`config.mk`:
```
export PLATFORM = sky130hd
export DESIGN_NAME = mc2_joy_reader
export DESIGN_NICKNAME = d
export VERILOG_FILES = /design/src/rtl/mc2_joy_pkg.sv /design/src/rtl/mc2_joy_tick.sv /design/src/rtl/mc2_joy_reader.sv
export SDC_FILE = /design/constraint.sdc
export NUM_CORES = 1
export LEC_CHECK = 0
export BUFFER_PORTS_ARGS = -buffer_cell sky130_fd_sc_hd__buf_2
export CAP_MARGIN = 5
export CORE_MARGIN = 1.5
export CORE_UTILIZATION = 50
export CTS_CLUSTER_SIZE = 40
export DETAILED_ROUTE_END_ITERATION = 7
export PLACE_DENSITY = 0.7
export SYNTH_ARGS = -nofsm -noshare
export SYNTH_HDL_FRONTEND = slang
export SYNTH_HIERARCHICAL = 1
export SYNTH_SLANG_ARGS = --single-unit
```
`constraint.sdc`:
```
create_clock -name clk_i -period 2.6 [get_ports clk_i]
set_input_delay 0.26 -clock clk_i [delete_from_list [all_inputs] [get_ports clk_i]]
set_output_delay 0.26 -clock clk_i [all_outputs]
set_load 0.02 [all_outputs]
```
`src/rtl/mc2_joy_pkg.sv`:
```
// -----------------------------------------------------------------------------
// mc2_joy_pkg
// Shared definitions for the MC2/Unamiga Sega joystick scanner.
//   state_e     : scan FSM states (IDLE, then eight select phases P0..P7)
//   JOY_*       : bit positions inside a 12-bit joystick word {M,X,Y,Z,S,A,C,B,R,L,D,U}
//   PIN_*       : bit positions inside a 6-bit raw port word {p9,p6,right,left,down,up}
// -----------------------------------------------------------------------------
package mc2_joy_pkg;

   typedef enum logic [3:0] {
      IDLE,
      P0,
      P1,
      P2,
      P3,
      P4,
      P5,
      P6,
      P7
   } state_e;

   localparam int JOY_U = 0;
   localparam int JOY_D = 1;
   localparam int JOY_L = 2;
   localparam int JOY_R = 3;
   localparam int JOY_B = 4;
   localparam int JOY_C = 5;
   localparam int JOY_A = 6;
   localparam int JOY_S = 7;
   localparam int JOY_Z = 8;
   localparam int JOY_Y = 9;
   localparam int JOY_X = 10;
   localparam int JOY_M = 11;

   localparam int PIN_UP    = 0;
   localparam int PIN_DOWN  = 1;
   localparam int PIN_LEFT  = 2;
   localparam int PIN_RIGHT = 3;
   localparam int PIN_P6    = 4;
   localparam int PIN_P9    = 5;

endpackage

```
`src/rtl/mc2_joy_tick.sv`:
```
// -----------------------------------------------------------------------------
// mc2_joy_tick
// Free-running prescaler that paces the joystick scan. Counts 0..CLK_DIV-1 and
// raises tick_o for one clk_i cycle on the last count, just before it wraps.
//   clk_i    in   system clock
//   res_n_i  in   asynchronous active-low reset (counter restarts at 0)
//   tick_o   out  one-cycle phase tick
// -----------------------------------------------------------------------------
module mc2_joy_tick #(
   parameter int CLK_DIV = 600
) (
   input  logic clk_i,
   input  logic res_n_i,
   output logic tick_o
);

   localparam int CW = (CLK_DIV > 2) ? $clog2(CLK_DIV) : 1;
   localparam logic [CW-1:0] LAST = CW'(CLK_DIV - 1);

   logic [CW-1:0] cnt_q;
   logic [CW-1:0] cnt_d;

   assign tick_o = (cnt_q == LAST);
   assign cnt_d  = tick_o ? '0 : cnt_q + CW'(1);

   always_ff @(posedge clk_i or negedge res_n_i) begin
      if (!res_n_i) begin
         cnt_q <= '0;
      end else begin
         cnt_q <= cnt_d;
      end
   end

endmodule

```
`src/rtl/mc2_joy_reader.sv`:
```
// -----------------------------------------------------------------------------
// mc2_joy_reader
// Multi-port Sega joystick scanner. Toggles the shared select line through an
// eight-phase sequence, decodes Master System / Mega Drive 3- and 6-button pads
// on every port and publishes all ports atomically once per scan.
//   clk_i      in   system clock
//   res_n_i    in   asynchronous active-low reset
//   pins_i     in   raw active-low pins, per port {p9,p6,right,left,down,up}
//   sel_o      out  select line (pin 7) shared by all ports
//   joy_o      out  per port {M,X,Y,Z,S,A,C,B,R,L,D,U}, 1 = pressed
//   six_btn_o  out  per port, 6-button pad seen on last completed scan
//   md_o       out  per port, Mega Drive pad seen on last completed scan
//   valid_o    out  one-cycle pulse when joy_o/six_btn_o/md_o were updated
// -----------------------------------------------------------------------------
module mc2_joy_reader
   import mc2_joy_pkg::*;
#(
   parameter int NUM_PORTS  = 2,
   parameter int CLK_DIV    = 600,
   parameter int IDLE_TICKS = 100
) (
   input  logic                      clk_i,
   input  logic                      res_n_i,
   input  logic [6*NUM_PORTS-1:0]    pins_i,
   output logic                      sel_o,
   output logic [12*NUM_PORTS-1:0]   joy_o,
   output logic [NUM_PORTS-1:0]      six_btn_o,
   output logic [NUM_PORTS-1:0]      md_o,
   output logic                      valid_o
);

   localparam int IW = (IDLE_TICKS > 2) ? $clog2(IDLE_TICKS) : 1;
   localparam logic [IW-1:0] IDLE_LAST = IW'((IDLE_TICKS > 0) ? IDLE_TICKS - 1 : 0);

   logic                   tick;
   logic [6*NUM_PORTS-1:0] pins_s1_q;
   logic [6*NUM_PORTS-1:0] pins_s2_q;
   state_e                 state_q, state_d;
   logic [IW-1:0]          idle_q, idle_d;
   logic                   sel_q, sel_d;
   logic                   commit_q, commit_d;
   logic                   valid_q;
   logic                   samp_p2, samp_p3, samp_p5, samp_p6;

   mc2_joy_tick #(
      .CLK_DIV (CLK_DIV)
   ) u_tick (
      .clk_i   (clk_i),
      .res_n_i (res_n_i),
      .tick_o  (tick)
   );

   // Sampling phases see pins that settled for a full tick after the last
   // select change, because sel_o only moves on the previous tick.
   assign samp_p2 = tick && (state_q == P2);
   assign samp_p3 = tick && (state_q == P3);
   assign samp_p5 = tick && (state_q == P5);
   assign samp_p6 = tick && (state_q == P6);

   always_comb begin
      state_d  = state_q;
      idle_d   = idle_q;
      sel_d    = sel_q;
      commit_d = 1'b0;
      if (tick) begin
         case (state_q)
            IDLE: begin
               sel_d = 1'b1;
               if (idle_q == IDLE_LAST) begin
                  idle_d  = '0;
                  state_d = P0;
               end else begin
                  idle_d = idle_q + IW'(1);
               end
            end
            P0: begin sel_d = 1'b0; state_d = P1; end
            P1: begin sel_d = 1'b1; state_d = P2; end
            P2: begin sel_d = 1'b0; state_d = P3; end
            P3: begin sel_d = 1'b1; state_d = P4; end
            P4: begin sel_d = 1'b0; state_d = P5; end
            P5: begin sel_d = 1'b1; state_d = P6; end
            P6: begin sel_d = 1'b0; state_d = P7; end
            P7: begin
               sel_d    = 1'b1;
               // Commit is deferred one clk so it never shares a cycle with a tick.
               commit_d = 1'b1;
               state_d  = (IDLE_TICKS == 0) ? P0 : IDLE;
            end
            default: state_d = IDLE;
         endcase
      end
   end

   always_ff @(posedge clk_i or negedge res_n_i) begin
      if (!res_n_i) begin
         pins_s1_q <= '1;
         pins_s2_q <= '1;
         state_q   <= IDLE;
         idle_q    <= '0;
         sel_q     <= 1'b1;
         commit_q  <= 1'b0;
         valid_q   <= 1'b0;
      end else begin
         pins_s1_q <= pins_i;
         pins_s2_q <= pins_s1_q;
         state_q   <= state_d;
         idle_q    <= idle_d;
         sel_q     <= sel_d;
         commit_q  <= commit_d;
         valid_q   <= commit_q;
      end
   end

   assign sel_o   = sel_q;
   assign valid_o = valid_q;

   for (genvar g = 0; g < NUM_PORTS; g++) begin : g_port
      logic [5:0]  pv;
      logic [11:0] shadow_q, shadow_d;
      logic        md_tmp_q, md_tmp_d;
      logic        six_tmp_q, six_tmp_d;
      logic [11:0] joy_q;
      logic        md_q;
      logic        six_q;

      assign pv = pins_s2_q[6*g +: 6];

      always_comb begin
         shadow_d  = shadow_q;
         md_tmp_d  = md_tmp_q;
         six_tmp_d = six_tmp_q;
         if (samp_p2) begin
            shadow_d[JOY_U] = ~pv[PIN_UP];
            shadow_d[JOY_D] = ~pv[PIN_DOWN];
            shadow_d[JOY_L] = ~pv[PIN_LEFT];
            shadow_d[JOY_R] = ~pv[PIN_RIGHT];
            shadow_d[JOY_B] = ~pv[PIN_P6];
            shadow_d[JOY_C] = ~pv[PIN_P9];
            six_tmp_d       = 1'b0;
         end
         if (samp_p3) begin
            // Only Mega Drive pads force left and right low while select is low.
            if (!pv[PIN_LEFT] && !pv[PIN_RIGHT]) begin
               md_tmp_d        = 1'b1;
               shadow_d[JOY_A] = ~pv[PIN_P6];
               shadow_d[JOY_S] = ~pv[PIN_P9];
            end else begin
               md_tmp_d        = 1'b0;
               shadow_d[JOY_A] = 1'b0;
               shadow_d[JOY_S] = 1'b0;
            end
         end
         if (samp_p5) begin
            // Third select-low cycle: a 6-button pad pulls the whole d-pad low.
            if (md_tmp_q && !(pv[PIN_UP] | pv[PIN_DOWN] | pv[PIN_LEFT] | pv[PIN_RIGHT])) begin
               six_tmp_d = 1'b1;
            end
         end
         if (samp_p6) begin
            shadow_d[JOY_Z] = six_tmp_q & ~pv[PIN_UP];
            shadow_d[JOY_Y] = six_tmp_q & ~pv[PIN_DOWN];
            shadow_d[JOY_X] = six_tmp_q & ~pv[PIN_LEFT];
            shadow_d[JOY_M] = six_tmp_q & ~pv[PIN_RIGHT];
         end
      end

      always_ff @(posedge clk_i or negedge res_n_i) begin
         if (!res_n_i) begin
            shadow_q  <= '0;
            md_tmp_q  <= 1'b0;
            six_tmp_q <= 1'b0;
            joy_q     <= '0;
            md_q      <= 1'b0;
            six_q     <= 1'b0;
         end else begin
            shadow_q  <= shadow_d;
            md_tmp_q  <= md_tmp_d;
            six_tmp_q <= six_tmp_d;
            if (commit_q) begin
               joy_q <= shadow_q;
               md_q  <= md_tmp_q;
               six_q <= six_tmp_q;
            end
         end
      end

      assign joy_o[12*g +: 12] = joy_q;
      assign six_btn_o[g]      = six_q;
      assign md_o[g]           = md_q;
   end

endmodule

```
Word level (Yosys, flattened, before mapping)
Index checks and enable logic that the tools add are counted.

Add/subtract/negate cells: 2. Equal/unequal tests: 11. Multiplexer cells: 17. Bitwise operators: 26. Reductions and logical operators: 21.

Operators with widths (number): 4-bit case mux with 8 select lines (1); 4-bit by 3-bit == test with 1-bit output, second input constant (4); 1-bit NOT (12); 10-bit by 1-bit adder with 10-bit output, second input constant (1); 10-bit == test, second input constant (1); 1-bit two-way mux (10); 10-bit two-way mux (1); 1-bit AND (8); 4-bit by 2-bit == test with 1-bit output, second input constant (2); 1-bit logical AND (8); 7-bit by 1-bit adder with 7-bit output, second input constant (1); 7-bit == test, second input constant (1); 7-bit two-way mux (1); 1-bit logical NOT (6); 1-bit bitwise OR (6); 2-bit AND reduction (3); 5-bit OR reduction (1); 4-bit by 1-bit == test with 1-bit output, second input constant (1); 4-bit == test, second input constant (1); 4-bit logical NOT (1); 2-bit two-way mux (2); 4-bit two-way mux (1); 4-bit OR reduction (1); 2-bit inequality test, second input constant (1); 2 further kinds (2).

Register bits after elaboration: 104. Input port bits: 14. Output and inout port bits: 30. Logic and storage cells: 101.

Depth between registers and ports, before layout
Gate-level depths: netlist of run 1.

Depth in word-level cells: 7. Mapped depth: 8.

Cells and area by module
Netlist of run 1, hierarchy kept.

Modules (own cells, without submodules): mc2_joy_reader (times used 1, cells each 242, area an instance 3617.2 µm², seq. area each 2383.5 µm²); mc2_joy_tick (times used 1, cells each 48, area an instance 498.0 µm², seq. area each 250.2 µm²).

Worst setup path after synthesis of run 1
Ideal clock, no wire load.

Path type: register to register. Start point: register u_tick.cnt_q[8]. End point: register idle_q[1]. Library setup time: 125 ps. Arrival: 2255 ps. Data required time: 2475 ps. Setup slack: 221 ps. Cell stages (with the launch flop): 7. Buffers on the path: 1. Clock period less this slack: 2379 ps. Path through: dfrtp_1 or4b_4 nor4_4 clkbuf_2 nor3b_2 and2_1 mux2_2.

Word-level cells in the longest chain between the ends: 2.

Ends and longest elaborated chain: start: declaration (RTL line mc2_joy_tick.sv:20) `logic [CW-1:0] cnt_q;`; start signal: assignment (RTL line mc2_joy_tick.sv:30) `cnt_q <= cnt_d;`; 10-bit == test (RTL line mc2_joy_tick.sv:23) `assign tick_o = (cnt_q == LAST);`; net tick (RTL line mc2_joy_reader.sv:35) `logic tick;`; 2-bit AND reduction (no source line); end signal: assignment (RTL line mc2_joy_reader.sv:107) `idle_q <= idle_d;`; end: declaration (RTL line mc2_joy_reader.sv:39) `logic [IW-1:0] idle_q, idle_d;`.

The timed path passes the listed nets, and every way through them passes these cells. A chain may end at the register's enable or synchronous reset.

Final worst setup path of run 1
Start point: register u_tick.cnt_q[8]. End point: register g_port[1].shadow_q[7].

Word-level cells in the longest chain between the ends: 2.

Ends and longest elaborated chain: 10-bit == test (RTL line mc2_joy_tick.sv:23); net tick (RTL line mc2_joy_reader.sv:35); 1-bit logical AND (RTL line mc2_joy_reader.sv:56) `assign samp_p3 = tick && (state_q == P3);`; end signal: assignment (RTL line mc2_joy_reader.sv:176) `shadow_q <= shadow_d;`; end: declaration (RTL line mc2_joy_reader.sv:119) `logic [11:0] shadow_q, shadow_d;`.

The timed path passes the listed nets, and every way through them passes these cells.

==> impl_results.md, run 1 <==
* Internal power at between 0.002 and 0.0025 W
* Max Cap Viol at 0
* Initial antenna violation count at 0
* Mapped Cells at 290
* Slew HR at 0.517
* Pin count of the biggest net entering global routing at slightly below 60
* Final setup fails at 0
* PD cells at between 500 and 600 mW/mm2
* Register area at 0.00263 mm2
* Initial core utilization at 0.524
* I/O pins at between 40 and 50
* First-pass GRT wire length at 11,800 um
* EDFF count, synth at 0
* Share of post-route cells with drive strength above 1 at 0.407
* DRT antenna net count at 0
* Average routed wire per standard cell at about 15 um
* Clk sink count at 104
* Mapped cell area at about 0.004 mm2
* Resize count post-CTS at 0
* Post-synth top area share at 0.480
* Chip width at between 90 and 100 um
* Vias per Instance at 5.25
* Fin. Hold Viols at 0
* Count of cell types in the netlist at 50
* Synth area leader: dfrtp_1
* Syn Area/Cell at between 10 and 15 um2
* Total GRT Usage at 0.175
* CP Max Fanout at 9
* Diodes inserted at 0
* Switch share at 0.226
* Post-synthesis register bit count at around 100
* Clock skew at about 0.012 ns
* Crit path time final at between 2 and 2.5 ns
* Area contributors post-synth: dfrtp_1 48%, dfstp_2 16%, mux2_2 12%, mux2i_1 3.6%, inv_1 1.7%
* Clk buf depth at 2
* Yosys warns at 6
* Total iterations of the first detailed-routing run at 4
* Synth Flop Type: dfrtp_1
* Syn Nets at approximately 310
* Global placer's final weighted congestion at approximately 0.77
* Congestion Overflow GR at 0
* CP Capture Type: flop
* FP Rows at 32
* Max stage delay cell, worst path: or4b_4
* CP Cell Sequence: or4b_4 > nor4_4 > buf_4 > and4_1 > mux2_2
* Initial drt markers at 97
* Count of pins over their slew limit at 0
* Inserted Clock Buffers at 9
* RSZ-0062 raised after global routing: no
* Largest stage delay on the critical path at 0.58 ns
* Switch Pwr at just under 0.0006 W
* Clk pin slew, worst setup/hold paths at about 0.10 ns
* CTS tree: done
* Clock Latency Late Sink at 0.37 ns
* Vias in the first global route at between 2,000 and 2,500
* Die H at between 90 and 100 um
* IO buf count at 43
* H-tree depth at 3
* Final nets at between 300 and 400
* Max Clk Rate at around 420 MHz
* Multi-input gate area at 0.00132 mm2
* Worst min path class: reg -> reg
* Most frequent cells in the layout: 79 x dfrtp_1, 43 x mux2_2, 42 x buf_2
* Peak VDD IR at 0.000296 V
* Pre-CTS setup slack at between 0.2 and 0.25 ns
* CTS root buf: clkbuf_8
* Crit path kind: reg -> reg
* Commonest non-fill, non-tap cell in the layout: dfrtp_1
* Worst-Margin Slew at between 0.7 and 0.8 ns
* Share of power burned in registers at 0.632
* Status: completed
* DRC violations left at 0
* Synth-to-Final Area Change at 15.4%
* Register area share after synthesis at 0.640
* Setup tns final at 0 ns
* DP HPWL at roughly 4700 um
* Combinational Power Share at 0.024
* Final WS setup at between 0.2 and 0.25 ns
* Final Cycle Share at 0.910
* Routed WL at 6820 um
* CP Data Arrival Time at between 2 and 3 ns
* Ys async rst share at 1.00
* FILL cells at approximately 630
* Setup crit start kind: flop
* Die area at just under 0.009 mm2
* Via count at 2,404
* Cell leakage power at 2.40 nW
* Crit path required time at around 2.9 ns
* Clock power share at 0.344
* Core area at 0.00785 mm2
## final timing paths
path                            startpoint               endpoint  slack [ns]  depth (start not counted)
setup / recovery           u_tick/cnt_q[8]  g_port[1].shadow_q[7]        0.23                          5
hold / removal                pins_s1_q[4]           pins_s2_q[4]        0.35                          0
setup reg to reg           u_tick/cnt_q[8]  g_port[1].shadow_q[7]        0.23                          5
min in group asynchronous          res_n_i     g_port[1].joy_q[3]        0.49                          2
hold reg to reg               pins_s1_q[4]           pins_s2_q[4]        0.35                          0
max in group asynchronous          res_n_i                  sel_o        1.35                          3
## cells by family after synthesis
group	share of synthesized area
buffers and inverters	0.0392
flip-flops	0.640
AO/OA/AOI/OAI	0.0432
adder cells (fa/ha/maj)	0.00608
XOR/XNOR	0.0128
AND/OR/NAND/NOR	0.105
multiplexers	0.154
## per-layer routing
| layer | routed length, um | vias up | GRT usage |
|---|---|---|---|
| met5 | 0 | - | 0 |
| met4 | 104 | 0 | 0.0647 |
| met3 | 265 | 12 | 0.0461 |
| met2 | 3140 | 43 | 0.261 |
| met1 | 3310 | 1209 | 0.248 |
| li1 | - | 1140 | - |
## synthesized netlist by cell type (5+ instances only)
cell type  instances
nand3_1            5
buf_4              6
nor2_1             7
nor3_1             7
and2b_2            6
dfstp_2           25
inv_1             19
dfrtp_1           79
mux2i_1           15
nand2_1           11
mux2_2            43
## power by group through the flow
stage	clock network (W)	logic [W]	registers [W]
after floorplan	0	0.00000409	0.00169
after global placement	0	0.0000506	0.00170
after detailed placement	0	0.0000516	0.00170
after CTS	0.000946	0.0000666	0.00167
after global routing	0.00100	0.0000741	0.00167
final	0.000905	0.0000632	0.00167
## area by class of cell
cell class | instances | area share
clock buffers | 10 | 0.0269
clock inverters | 6 | 0.0108
inverters | 19 | 0.0150
multi-input cells | 155 | 0.278
flip-flops and latches | 104 | 0.555
well taps | 102 | 0.0269
repair buffers | 62 | 0.0880
## worst max-delay path, delay by kind of cell, from the launching register on
kind	cells	cell delay (ns)
buffers and inverters	1	0.22
DFF	1	0.41
muxes	1	0.38
and+or+nand+nor	3	1.25
## sequential cells by signal, summed over array words and instances (netlist names)
signal,count
valid_o,1
g_port.shadow_q,24
g_port.six_q,2
pins_s2_q,12
u_tick/cnt_q,10
pins_s1_q,12
g_port.md_q,2
commit_q,1
idle_q,7
state_q,4
sel_o,1
g_port.joy_q,24
g_port.six_tmp_q,2
g_port.md_tmp_q,2
## stage by stage
| step | instance area [um2] | power [W] | hold slack (ns) | std cells | utilization |
|---|---|---|---|---|---|
| 2_1_floorplan | 4120 | 0.00169 | -0.0356 | 290 | - |
| 3_3_place_gp | 4440 | 0.00175 | 0.346 | 429 | 0.566 |
| 3_5_place_dp | 4440 | 0.00175 | 0.347 | 429 | 0.566 |
| 4_1_cts | 4750 | 0.00268 | 0.352 | 458 | 0.605 |
| 5_1_grt | 4750 | 0.00274 | 0.349 | 458 | 0.605 |
| 6_report | 4750 | 0.00263 | 0.352 | 458 | 0.605 |
## timing repair
| item | in CTS | in global routing |
|---|---|---|
| setup buffers | 0 | 0 |
| endpoints found under the hold margin | 55 | 0 |
| hold buffers | 13 | 0 |
Power figures use the tool's default switching activity.
==> inputs of run 2 (changes only) <==
--- a/config.mk
+++ b/config.mk
@@ -11,7 +11,7 @@
 export CORE_UTILIZATION = 50
 export CTS_CLUSTER_SIZE = 40
 export DETAILED_ROUTE_END_ITERATION = 7
-export PLACE_DENSITY = 0.7
+export PLACE_DENSITY = 0.71
 export SYNTH_ARGS = -nofsm -noshare
 export SYNTH_HDL_FRONTEND = slang
 export SYNTH_HIERARCHICAL = 1
==> run 2 against run 1 <==
  * Hold slack better by 0.0093 ns
  * Routed wire length unchanged
  * Fmax down 0.74%
  * Total power up 0.52%
  * Worst setup slack worse by 0.018 ns
  * Die area unchanged
  * Non-clock buffer count down 1
  * Clock power up 2%
  * Register-to-register slack worse by 0.02 ns
  * Critical path depth up 2
  * Via count up 1.3%
  * Clock skew about the same
  * Critical path type unchanged
  * Largest cell class unchanged
  * Largest power group unchanged
==> impl_results.md, run 2 (synthesis results as in run 1) <==
* Share of power burned in registers at 0.629
* Max Cap Viol at 0
* Final Cycle Share at 0.917
* Setup tns final at 0 ns
* Vias per Instance at 5.33
* Worst min path class: reg -> reg
* Pin count of the biggest net entering global routing at 58
* Final nets at roughly 370
* PD cells at around 560 mW/mm2
* Final WS setup at ~0.22 ns
* Regs by FF count: g_port.joy_q (24), g_port.shadow_q (24)
* Switch Pwr at between 0.0006 and 0.0007 W
* FILL cells at around 650
* Cell leakage power at approximately 2.4 nW
* Multi-input gate area at ~0.0013 mm2
* Slew HR at 0.597
* IO buf count at between 40 and 50
* Fin. Hold Viols at 0
* Clk buf depth at 2
* Pre-CTS setup slack at around 0.25 ns
* Crit path time final at between 2 and 2.5 ns
* Chip width at approximately 94 um
* Total GRT Usage at 0.171
* Max Clk Rate at 420 MHz
* Switch share at 0.228
* Inserted Clock Buffers at 9
* RSZ-0062 raised after global routing: no
* Diodes inserted at 0
* Post-CTS setup buffer count at 0
* Crit path kind: reg -> reg
* Average routed wire per standard cell at 14.9 um
* Combinational Power Share at 0.023
* Global placer's final weighted congestion at 0.777
* CP Data Arrival Time at between 2 and 3 ns
* Die H at around 94 um
* Final setup fails at 0
* CP Capture Type: flop
* Core area at about 0.008 mm2
* Peak VDD IR at 0.000439 V
* FP Rows at 32
* Total iterations of the first detailed-routing run at 4
* I/O pins at between 40 and 50
* Internal power at roughly 0.0020 W
* Synth-to-Final Area Change at 15.4%
* DRT antenna net count at 0
* CP Max Fanout at 11
* DRC violations left at 0
* Worst-Margin Slew at roughly 0.60 ns
* Clock Latency Late Sink at 0.36 ns
* Count of pins over their slew limit at 0
* Setup crit start kind: flop
* Status: completed
* Most frequent cells in the layout: 79 x dfrtp_1, 43 x mux2_2, 42 x buf_2
* Share of post-route cells with drive strength above 1 at 0.408
* Initial core utilization at 0.524
* Routed WL at about 6800 um
* Register area at 0.00263 mm2
* CTS tree: done
* Congestion Overflow GR at 0
* Die area at roughly 0.0088 mm2
* H-tree depth at 3
* DP HPWL at 4640 um
* Crit path required time at around 2.9 ns
* Clock skew at about 0.011 ns
* Clk pin slew, worst setup/hold paths at around 0.1 ns
* Clk sink count at between 100 and 150
* Clock power share at 0.347
* Initial drt markers at ~150
* Vias in the first global route at between 2,000 and 2,500
* CTS root buf: clkbuf_8
* First-pass GRT wire length at about 12,000 um
* Via count at 2,435
* Initial antenna violation count at 0
* Commonest non-fill, non-tap cell in the layout: dfrtp_1
-- run 2: cell types whose count changed in the layout (fill, tap and decap cells not counted) --
cell,change
buf_4,-1
clkbuf_1,-1
clkinv_4,+2
clkinvlp_4,-2
inv_6,+1
-- run 2: routing by layer --
layer  part of all wire  track usage  wire (um)  vias to the layer above
li1                   -            -          -                     1143
met1               0.47        0.237       3220                     1237
met2               0.48        0.268       3300                       53
met3              0.038       0.0485        262                        2
met4             0.0056       0.0410         38                        0
met5                  0            0          0                        -
-- run 2: timing repair --
action                                 4_1_cts  5_1_grt
endpoints found under the hold margin       53        0
hold buffers                                13        0
gates resized for setup                      0        0
-- run 2: worst paths after layout --
kind / start / to / slack, ns / depth (start not counted)
min in group asynchronous: res_n_i / idle_q[2] / 0.44 / 2
max in group asynchronous: res_n_i / pins_s1_q[8] / 1.41 / 3
worst min register to register: pins_s1_q[9] / pins_s2_q[9] / 0.36 / 0
worst min-delay path: pins_s1_q[9] / pins_s2_q[9] / 0.36 / 0
worst max register to register: u_tick/cnt_q[8] / g_port[1].shadow_q[3] / 0.22 / 7
worst max-delay path: u_tick/cnt_q[8] / g_port[1].shadow_q[3] / 0.22 / 7
-- run 2: metrics by stage --
stage | power, W | std cells | instance area, um2 | util | hold WS [ns]
finish | 0.00265 | 457 | 4750 | 0.605 | 0.361
global route | 0.00275 | 457 | 4750 | 0.605 | 0.365
CTS | 0.00269 | 457 | 4750 | 0.605 | 0.363
detailed placement | 0.00175 | 428 | 4430 | 0.565 | 0.313
global placement | 0.00174 | 428 | 4430 | 0.565 | 0.317
floorplan | 0.00169 | 290 | 4120 | - | -0.0356
-- run 2: power groups by stage --
stage	Combinational (W)	Sequential [W]	Clock, W
floorplan	0.00000409	0.00169	0
CTS	0.0000643	0.00167	0.000955
detailed placement	0.0000494	0.00170	0
finish	0.0000615	0.00167	0.000920
global placement	0.0000491	0.00170	0
global route	0.0000720	0.00167	0.00101
-- run 2: area by class of cell --
cell class                 count  share of cell area
inverter                      19              0.0150
multi-input combinational    155               0.278
clock inverter                 7              0.0132
tap                          102              0.0269
timing repair buffer          61              0.0864
sequential                   104               0.555
clock buffer                   9              0.0261
-- run 2: worst max-delay path, stage by stage, from the launching register on --
cell and delay (ns):
dfrtp_1 0.43, or4b_4 0.59, nor4_4 0.19, buf_4 0.22
and2b_1 0.16, nand4b_2 0.28, buf_12 0.26, mux2i_1 0.16
==> inputs of run 3 (changes only) <==
--- a/config.mk
+++ b/config.mk
@@ -11,6 +11,8 @@
 export CORE_UTILIZATION = 50
 export CTS_CLUSTER_SIZE = 40
 export DETAILED_ROUTE_END_ITERATION = 7
+export GPL_TIMING_DRIVEN = 0
+export MAX_ROUTING_LAYER = met4
 export PLACE_DENSITY = 0.71
 export SYNTH_ARGS = -nofsm -noshare
 export SYNTH_HDL_FRONTEND = slang
==> run 3 against run 2 <==
  * Flip-flop and latch count stayed put
  * Routed wire length is 0.28% higher
  * Clock skew is 0.00096 ns lower
  * Final cell count is 2.8% higher
  * Fmax is 4.1% lower
  * Largest power group unchanged
==> impl_results.md, run 3 (synthesis results as in run 1) <==
* Status: completed
* Clk sink count at around 100
* Routed WL at slightly below 7000 um
* Crit path required time at around 2.9 ns
* Global placer's final weighted congestion at ~0.83
* Crit path max-delay family: simple AND/OR/NAND/NOR gates
* IO buf count at 43
* Clk buf depth at 2
* DRC violations left at 0
* CTS root buf: clkbuf_8
* Total GRT Usage at 0.178
* Core area at around 0.0078 mm2
* Clock Latency Late Sink at 0.37 ns
* CP Cell Sequence: or4b_4 > nor4_4 > buf_6 > nand3_2 > nor3b_4 > buf_4 > mux2_2
* PD cells at approximately 570 mW/mm2
* FP Rows at 32
* Final Cycle Share at 0.955
* Inst Count DP at between 400 and 500
* Clock skew at around 0.010 ns
* Register area at 0.00263 mm2
* Peak VDD IR at ~0.0004 V
* Die area at just under 0.009 mm2
* Via count at roughly 2,500
* Setup crit start kind: flop
* Die H at roughly 94 um
* Initial core utilization at 0.524
* Clk pin slew, worst setup/hold paths at ~0.10 ns
* Chip width at 93.7 um
* Congestion Overflow GR at 0
* Setup tns final at 0 ns
* Crit path kind: reg -> reg
* Initial antenna violation count at 0
* Total iterations of the first detailed-routing run at 4
* Diodes inserted at 0
* Non-Filler Instances at 470
* H-tree depth at 3
* Vias in the first global route at approximately 2,400
* Multi-input gate area at 0.00133 mm2
* Commonest non-fill, non-tap cell in the layout: dfrtp_1
* Worst-Margin Slew at between 0.6 and 0.7 ns
* Max Clk Rate at around 400 MHz
* CP Capture Type: flop
* Fin. Hold Viols at 0
* FILL cells at ~640
* Crit path time final at roughly 2.5 ns
* DRT antenna net count at 0
* Final nets at between 300 and 400
* Vias per Instance at about 5.2
* Pre-CTS setup slack at -0.102 ns
* Max stage delay cell, worst path: or4b_4
* CTS tree: done
* DP HPWL at between 4000 and 5000 um
* Largest stage delay on the critical path at between 0.5 and 0.6 ns
* Inserted Clock Buffers at 9
* Slew HR at 0.588
* Share of post-route cells with drive strength above 1 at 0.429
* Synth-to-Final Area Change at 18.8%
* RSZ-0062 raised after global routing: no
* CP bufs+invs at 2
* I/O pins at 44
* Count of pins over their slew limit at 0
* Final WS setup at 0.116 ns
* Final setup fails at 0
* Worst min path class: reg -> reg
* Cell leakage power at around 2.5 nW
* Average routed wire per standard cell at 14.6 um
* Max Cap Viol at 0
* Final core occ at 0.623
* First-pass GRT wire length at approximately 12,000 um
* Tot Pwr at about 0.0028 W
* CP Data Arrival Time at around 2.8 ns
* Most frequent cells in the layout: 79 x dfrtp_1, 45 x buf_2, 43 x mux2_2
* CP Max Fanout at 9
* Initial drt markers at roughly 60
* Pin count of the biggest net entering global routing at 57
* Regs by FF count: g_port.joy_q (24), g_port.shadow_q (24)
[run 3: changes by cell type in the layout (fill, tap and decap cells not counted), moves of 2 or more]
cell      previous run  this run
buf_12               2         0
buf_2               42        45
buf_4                4        12
buf_6                0         2
clkinv_4             3         1
[run 3: cell type report]
| type | instances | share of cell area |
|---|---|---|
| plain buffers | 12 | 0.0197 |
| clock buffers | 9 | 0.0253 |
| clock inverters | 7 | 0.0195 |
| inverters | 19 | 0.0146 |
| multi-input cells | 155 | 0.271 |
| flip-flops and latches | 104 | 0.539 |
| well taps | 102 | 0.0261 |
| repair buffers | 62 | 0.0845 |
[run 3: what timing repair did]
item / in CTS / in global routing
pin swaps: 1 / 1
setup endpoints to repair: 9 / 19
gates resized for setup: 2 / 2
setup buffers: 2 / 3
hold buffers: 13 / 0
cloned: 0 / 0
hold endpoints to repair: 43 / 0
[run 3: layer usage]
layer  share of wire  global-route usage  vias up
li1                -                   -     1157
met1            0.47               0.246     1231
met2            0.46               0.259       62
met3           0.049              0.0518       10
met4           0.015              0.0473        0
met5               0                   -        -
[run 3: worst paths after layout]
kind / slack (ns) / cells past startpoint / end / start
worst max register to register: 0.12 / 7 / g_port[0].shadow_q[8] / u_tick/cnt_q[5]
worst min-delay path: 0.36 / 0 / pins_s2_q[4] / pins_s1_q[4]
worst max-delay path: 0.12 / 7 / g_port[0].shadow_q[8] / u_tick/cnt_q[5]
worst min register to register: 0.36 / 0 / pins_s2_q[4] / pins_s1_q[4]
max in group asynchronous: 1.43 / 3 / pins_s2_q[11] / res_n_i
min in group asynchronous: 0.44 / 2 / u_tick/cnt_q[7] / res_n_i
[run 3: per-stage QoR]
stage	hold slack [ns]	area, um2
final	0.358	4890
after floorplan	-0.0356	4120
after detailed placement	0.315	4490
after CTS	0.362	4860
after global placement	0.346	4460
after global routing	0.359	4890
[run 3: power by group]
part	total, W	switching [W]	internal (W)	leakage, nW
clock network	0.00107	0.000590	0.000475	0.111
logic	0.0000633	0.0000358	0.0000275	1.03
registers	0.00167	0.0000148	0.00165	1.35
total	0.00279	0.000641	0.00215	2.50
